`src/rtl/tea_uart_rx_loader.sv`:
```
// 8N1 UART receiver that packs incoming bytes into a plaintext block (ready/valid)
// or a key (single-cycle strobe) for the TEA encrypt core.
module tea_uart_rx_loader #(
    parameter int CLKS_PER_BIT = 16,
    parameter int BLOCK_BYTES  = 8,
    parameter int KEY_BYTES    = 16
) (
    input  logic                     i_clk,
    input  logic                     i_rst_n,
    input  logic                     i_rx,
    input  logic                     i_key_update,
    output logic [8*BLOCK_BYTES-1:0] o_block,
    output logic                     o_block_valid,
    input  logic                     i_block_ready,
    output logic [8*KEY_BYTES-1:0]   o_key,
    output logic                     o_key_valid,
    output logic                     o_frame_err,
    output logic                     o_overrun,
    output logic                     o_busy
);

    localparam int BLK_W = 8 * BLOCK_BYTES;
    localparam int KEY_W = 8 * KEY_BYTES;
    localparam int TW    = $clog2(CLKS_PER_BIT);
    localparam int CW    = $clog2(KEY_BYTES + 1);
    localparam logic [TW-1:0] T_HALF = TW'(CLKS_PER_BIT / 2 - 1);
    localparam logic [TW-1:0] T_FULL = TW'(CLKS_PER_BIT - 1);

    typedef enum logic [2:0] {
        S_IDLE,
        S_START,
        S_DATA,
        S_STOP,
        S_BREAK
    } state_t;

    state_t           state_q, state_d;
    logic             rx_meta_q, rx_sync_q;
    logic [TW-1:0]    timer_q, timer_d;
    logic [2:0]       bit_q, bit_d;
    logic [7:0]       byte_q, byte_d;
    logic [CW-1:0]    count_q, count_d;
    logic             mode_q, mode_d;
    logic [KEY_W-1:0] asm_q, asm_d;
    logic [BLK_W-1:0] block_q, block_d;
    logic             bvalid_q, bvalid_d;
    logic [KEY_W-1:0] key_q, key_d;
    logic             kvalid_q, kvalid_d;
    logic             ferr_q, ferr_d;
    logic             ovr_q, ovr_d;

    logic [KEY_W-1:0] asm_next;
    logic [CW-1:0]    count_inc;

    assign asm_next  = {asm_q[KEY_W-9:0], byte_q};
    assign count_inc = count_q + CW'(1);

    // Two-flop synchroniser; idles high so reset never looks like a start bit.
    always_ff @(posedge i_clk or negedge i_rst_n) begin
        if (!i_rst_n) begin
            rx_meta_q <= 1'b1;
            rx_sync_q <= 1'b1;
        end else begin
            rx_meta_q <= i_rx;
            rx_sync_q <= rx_meta_q;
        end
    end

    always_ff @(posedge i_clk or negedge i_rst_n) begin
        if (!i_rst_n) begin
            state_q  <= S_IDLE;
            timer_q  <= '0;
            bit_q    <= '0;
            byte_q   <= '0;
            count_q  <= '0;
            mode_q   <= 1'b0;
            asm_q    <= '0;
            block_q  <= '0;
            bvalid_q <= 1'b0;
            key_q    <= '0;
            kvalid_q <= 1'b0;
            ferr_q   <= 1'b0;
            ovr_q    <= 1'b0;
        end else begin
            state_q  <= state_d;
            timer_q  <= timer_d;
            bit_q    <= bit_d;
            byte_q   <= byte_d;
            count_q  <= count_d;
            mode_q   <= mode_d;
            asm_q    <= asm_d;
            block_q  <= block_d;
            bvalid_q <= bvalid_d;
            key_q    <= key_d;
            kvalid_q <= kvalid_d;
            ferr_q   <= ferr_d;
            ovr_q    <= ovr_d;
        end
    end

    always_comb begin
        state_d  = state_q;
        timer_d  = timer_q + TW'(1);
        bit_d    = bit_q;
        byte_d   = byte_q;
        count_d  = count_q;
        mode_d   = mode_q;
        asm_d    = asm_q;
        block_d  = block_q;
        bvalid_d = bvalid_q && !i_block_ready;
        key_d    = key_q;
        kvalid_d = 1'b0;
        ferr_d   = 1'b0;
        ovr_d    = 1'b0;

        case (state_q)
            S_IDLE: begin
                timer_d = '0;
                if (!rx_sync_q) state_d = S_START;
            end
            S_START: begin
                if (timer_q == T_HALF) begin
                    timer_d = '0;
                    if (rx_sync_q) begin
                        state_d = S_IDLE;
                    end else begin
                        state_d = S_DATA;
                        bit_d   = '0;
                        // Frame type is latched once, on the first byte's start bit.
                        if (count_q == '0) mode_d = i_key_update;
                    end
                end
            end
            S_DATA: begin
                if (timer_q == T_FULL) begin
                    timer_d = '0;
                    byte_d  = {rx_sync_q, byte_q[7:1]};
                    if (bit_q == 3'd7) state_d = S_STOP;
                    else               bit_d   = bit_q + 3'd1;
                end
            end
            S_STOP: begin
                if (timer_q == T_FULL) begin
                    timer_d = '0;
                    if (rx_sync_q) begin
                        state_d = S_IDLE;
                        asm_d   = asm_next;
                        if (mode_q && count_inc == CW'(KEY_BYTES)) begin
                            count_d  = '0;
                            key_d    = asm_next;
                            kvalid_d = 1'b1;
                        end else if (!mode_q && count_inc == CW'(BLOCK_BYTES)) begin
                            count_d = '0;
                            // An accept in this same cycle frees the slot for the new block.
                            if (!bvalid_q || i_block_ready) begin
                                block_d  = asm_next[BLK_W-1:0];
                                bvalid_d = 1'b1;
                            end else begin
                                ovr_d = 1'b1;
                            end
                        end else begin
                            count_d = count_inc;
                        end
                    end else begin
                        state_d = S_BREAK;
                        count_d = '0;
                        ferr_d  = 1'b1;
                    end
                end
            end
            S_BREAK: begin
                timer_d = '0;
                if (rx_sync_q) state_d = S_IDLE;
            end
            default: state_d = S_IDLE;
        endcase
    end

    assign o_block       = block_q;
    assign o_block_valid = bvalid_q;
    assign o_key         = key_q;
    assign o_key_valid   = kvalid_q;
    assign o_frame_err   = ferr_q;
    assign o_overrun     = ovr_q;
    assign o_busy        = (state_q != S_IDLE) || (count_q != '0);

endmodule
```
`config.mk`:
```
export PLATFORM = sky130hd
export DESIGN_NAME = tea_uart_rx_loader
export DESIGN_NICKNAME = d
export VERILOG_FILES = /design/src/rtl/tea_uart_rx_loader.sv
export SDC_FILE = /design/constraint.sdc
export NUM_CORES = 1
export LEC_CHECK = 0
export CAP_MARGIN = 30
export CORE_UTILIZATION = 35
export DETAILED_ROUTE_END_ITERATION = 8
export PLACE_DENSITY = 0.62
export SLEW_MARGIN = 15
export SYNTH_ARGS = -nofsm -noshare
export SYNTH_HDL_FRONTEND = slang
export SYNTH_SLANG_ARGS = --single-unit
export TNS_END_PERCENT = 30
```
`constraint.sdc`:
```
create_clock -name i_clk -period 6.17 [get_ports i_clk]
set_clock_uncertainty 0.2 [all_clocks]
set_input_delay 0.9255 -clock i_clk [delete_from_list [all_inputs] [get_ports i_clk]]
set_output_delay 0.9255 -clock i_clk [all_outputs]
set_load 0.05 [all_outputs]
```
# After elaboration in Yosys (flattened, before gate mapping)
# Cells that the tools add are included.
[totals] reg_bits=342 input_bits=5 wordCells=99
[classes] add_sub_neg=3 eq_ne=17 n_mux=39 n_bitwise=2 n_reduce_logical=23
[ops] operator="$mux W3" n=11
[ops] operator="$mux W1" n=19
[ops] operator="$ne A2 B2 Y1 const B" n=8
[ops] operator="$mux W5" n=3
[ops] operator="$pmux W3 S5" n=1
[ops] operator="$pmux W4 S3" n=1
[ops] operator="$reduce_and A6 Y1" n=2
[ops] operator="$mux W4" n=2
[ops] operator="$reduce_and A4 Y1" n=2
[ops] operator="$eq A3 B2 Y1 const B" n=2
[ops] operator="$eq A3 B3 Y1 const B" n=2
[ops] operator="$pmux W3 S2" n=1
[ops] operator="$add A5 B1 Y5 const B" n=1
[ops] operator="$eq A5 B4 Y1 const B" n=1
[ops] operator="$eq A5 B5 Y1 const B" n=1
[ops] operator="$logic_not A5 Y1" n=1
[ops] operator="$reduce_and A5 Y1" n=1
[ops] operator="$reduce_bool A5 Y1" n=1
[ops] operator="$add A4 B1 Y4 const B" n=1
[ops] operator="$eq A4 B3 Y1 const B" n=1
[ops] operator="$eq A4 B4 Y1 const B" n=1
[ops] operator="$reduce_and A2 Y1" n=2
[ops] operator="$reduce_or A2 Y1" n=2
[ops] operator="$add A3 B1 Y3 const B" n=1
[ops] operator="other kinds (10)" n=16

# Longest topological paths before layout
[depth] depth_word=8 ltp_mapped=7 mapped_depth_nobuf=6

# Worst setup path after synthesis
# Ideal clock, no wire load.
[synth_timing] path_kind="reg-to-output" start="register count_q[0]" end="output o_busy" t_arrival_ns=1.844 required_time_ns=5.044 slack_ns=3.201 stages_incl_launch_ff=5 path_buffers=0 path_cell_list="dfrtp_1 > inv_1 > ha_1 > or4b_2 > or4_1"
[synth_between] elab_chain_cells=2
[synth_lines] item="start, declared" line_no="42" rtl="logic [CW-1:0] count_q, count_d;"
[synth_lines] item="start signal, assigned" line_no="89" rtl="count_q <= count_d;"
[synth_lines] item="$reduce_bool A5 Y1" line_no="185" rtl="assign o_busy = (state_q != S_IDLE) || (count_q != '0);"
[synth_lines] item="$logic_or A1 B1 Y1" line_no="185"
[synth_lines] item="end, declared" line_no="19" rtl="output logic o_busy"
# Every way passes these cells.

# Worst setup path in the final report
# Same ends and word-level chain as after synthesis.

==> results_dict.tcl <==
set metrics [dict create \
    outcome "finished, final reports clean" \
    tns_ns 0 \
    ir_drop_mv 0.210 \
    clock-sinks 342 \
    grt_antenna_before_repair 1 \
    io_buffers 201 \
    share_seq_of_total_power_pct 50.1 \
    maxSlewViolCount 0 \
    syn_area_mm2 0.0131 \
    combPwrFrac_pct 3.6 \
    final.setup.worst_slack_ns 2.12 \
    cts_resized 0 \
    worst_slew_pin_slew_ns 0.874 \
    cts_hold_buf 0 \
    synth-main-ff-cell "dfrtp_1" \
    cts_setup_buffers 0 \
    syn_area_per_cell_um2 12.5 \
    path_depth 5 \
    placement_rows 70 \
    grt_overflow 0 \
    clock_tree.root_cell "clkbuf_16" \
    synth_nets 1052 \
    finalSetupViolCount 0 \
    r2r_cells 7 \
    hold_viol_final 0 \
    fin_crit_sh_pct 65.7 \
    die_h_um 195 \
    nNetsFinal 1252 \
    die_w_um 195 \
    pre_cts_ws_ns 2.62 \
    diodes 0 \
    cts-htree-levels 2 \
    cts_inserted_buffers 38 \
    synth_edf_count 0 \
    synth_top_area_share_pct 65.1 \
    fmax_ghz 0.247 \
    synth-compound-area-share_pct 0.747 \
    wl_mm 29.2 \
    core_area_mm2 0.0367 \
    period_minus_slack_ns 4.05 \
    cts_buffer_depth 3 \
    cp_num_buf_inv 2 \
    critPathKind "flop to output pin" \
    swShare_pct 22.1 \
    yosys.area.top_type "dfrtp_1" \
    pin_count 202 \
    cap_violations 0 \
    synthAdderAreaFrac_pct 0.575 \
    rsz0062_at_grt "no" \
    synth_top_family_by_area "multiplexers" \
    initial_core_util_pct 35.6 \
    power.internal_mw 3.61 \
    path_delay_family "simple AND/OR/NAND/NOR gates" \
    path_clk_slew_ns 0.06 \
    cp_data_required_time_ns 5.04 \
    powerDensity_mw_per_mm2 277 \
    drt_iter0_markers 324 \
    grt_pass1_wl_mm 47.4 \
    area_growth_pct 28.2 \
    die_area_mm2 0.0381 \
    syn_inst 1041 \
    vias 8187 \
    power_leakage_nw 8.61 \
    clk_latency_ns 0.51 \
    end_kind "output pin" \
    grt_pass1_vias 8360 \
    cts_tree "built" \
    drive_gt1_share_pct 8.47 \
    routedWlPerCell_um 16.8 \
    clockPowerShare_pct 46.4 \
    hold_path_class "flop to flop" \
    via_per_inst 4.73 \
    synth_xor_area_share_pct 0.402 \
    drc 0 \
    synth_area_leaders "dfrtp_1 (65%), mux2_1 (15%), nand2_1 (11%)" \
    holdPathStages 0 \
    cp_slowest_cell "clkdlybuf4s50_1" \
    ys_types 42 \
    synth_seq_cells 342 \
    crit_path_cell_trace "inv_1, ha_1, or4b_2, or4_1, clkdlybuf4s50_1" \
    timing.critical_path.arrival_ns 2.93 \
    place.gp.congestion 0.770 \
    hpwlAfterDp_mm 18.8 \
    muxShareOfSynthArea_pct 17.5 \
    crit_fanout 6 \
    grt_usage_pct 15.6 \
    fin_util_pct 45.6 \
    yosysSeqAreaShare_pct 65.5 \
    startpoint_type "flop" \
    yosysWarnings 0 \
    p_switching_mw 1.02 \
    first_pass_iters 4 \
    synth-async-reset-ratio_pct 100 \
    grt_start_max_net_pins 141 \
    postRouteAntennaNets 0 \
    critPathMaxStageDelay_ns 0.72 \
    relSlewSlack_pct 41.7 \
    synth-simple-area-share_pct 12.8 \
]
cell usage after synthesis (3+ instances only):
master	instances
xnor2_1	3
o21ai_0	6
nor4b_1	3
mux2_2	33
buf_4	14
buf_6	6
ha_1	6
buf_2	5
nand2b_1	3
inv_1	5
nand3_1	4
mux2_1	169
nor2_1	11
xor2_1	3
clkbuf_1	27
nand2_1	370
dfrtp_1	340
layout by cell type (no fill, tap or decap), drive strengths merged, types with 3 or more instances in the layout:
cell type	Yosys	final
buf	26	13
clkbuf	27	57
clkdlybuf4s50	0	200
clkinv	0	3
dfrtp	340	340
ha	6	6
inv	5	7
mux2	202	202
nand2	370	370
nand2b	3	3
nand3	4	4
nor2	11	11
nor4b	4	4
o21ai	6	6
xnor2	3	3
xor2	3	3
path summary, 6_finish.rpt:
kind                            start          end  slack (ns)
setup / recovery           count_q[0]       o_busy        2.12
hold / removal              rx_meta_q    rx_sync_q        0.15
max in group asynchronous     i_rst_n  o_block[31]        4.43
setup reg to reg           timer_q[0]  o_block[52]        2.77
hold reg to reg             rx_meta_q    rx_sync_q        0.15
min in group asynchronous     i_rst_n   o_key[100]        0.16
per-layer routing:
layer	vias to the layer above	share of wire [%]	global-route usage, %
li1	3830	-	-
met5	-	0	0
met4	0	1.4	3.44
met3	37	7.2	5.18
met2	170	47	24.7
met1	4150	45	20.9
worst register-to-register path, delay by kind of cell (launching register included):
family / cells / cell delay (ns)
adders and majority gates: 1 / 0.27
buffers and inverters: 2 / 0.82
DFF: 1 / 0.37
muxes: 1 / 0.38
and+or+nand+nor: 3 / 1.24
registers in the layout, indices dropped and copies added, names as in the netlist:
register       flops
byte_q             8
timer_q            4
rx_meta_q          1
o_key_valid        1
o_block           64
o_key            128
state_q            3
o_frame_err        1
count_q            5
mode_q             1
asm_q            120
rx_sync_q          1
o_overrun          1
o_block_valid      1
bit_q              3
layout make-up:
cell class	instances	area (µm²)
fillers	3343	20000
multi-input cells	641	4200
clock inverters	6	87.6
repair buffers	213	2180
flip-flops and latches	342	8560
inverters	5	18.8
well taps	468	586
clock buffers	57	1100
power by group through the flow:
stage / clock, mW / sequential [mW] / combinational, mW
2_1_floorplan: 0 / 2.33 / 0.111
3_3_place_gp: 0 / 2.35 / 0.162
3_5_place_dp: 0 / 2.36 / 0.170
4_1_cts: 2.21 / 2.32 / 0.171
5_1_grt: 2.30 / 2.32 / 0.192
6_report: 2.15 / 2.32 / 0.164
cell families after synthesis:
group	count (synthesis)
AND/OR/NAND/NOR	410
flip-flops	342
multiplexers	203
buffers and inverters	58
AO/OA/AOI/OAI	16
XOR/XNOR	6
adder cells (fa/ha/maj)	6
per-stage QoR:
stage / area [µm²] / std cells / hold WS, ns / power (mW)
final: 16700 / 1732 / 0.153 / 4.63
after global routing: 16700 / 1732 / 0.154 / 4.82
after CTS: 16700 / 1731 / 0.153 / 4.70
after detailed placement: 15500 / 1668 / 0.148 / 2.53
after global placement: 15500 / 1665 / 0.146 / 2.52
after floorplan: 13100 / 1041 / 0.145 / 2.44
(Power assumes the default switching activity.)
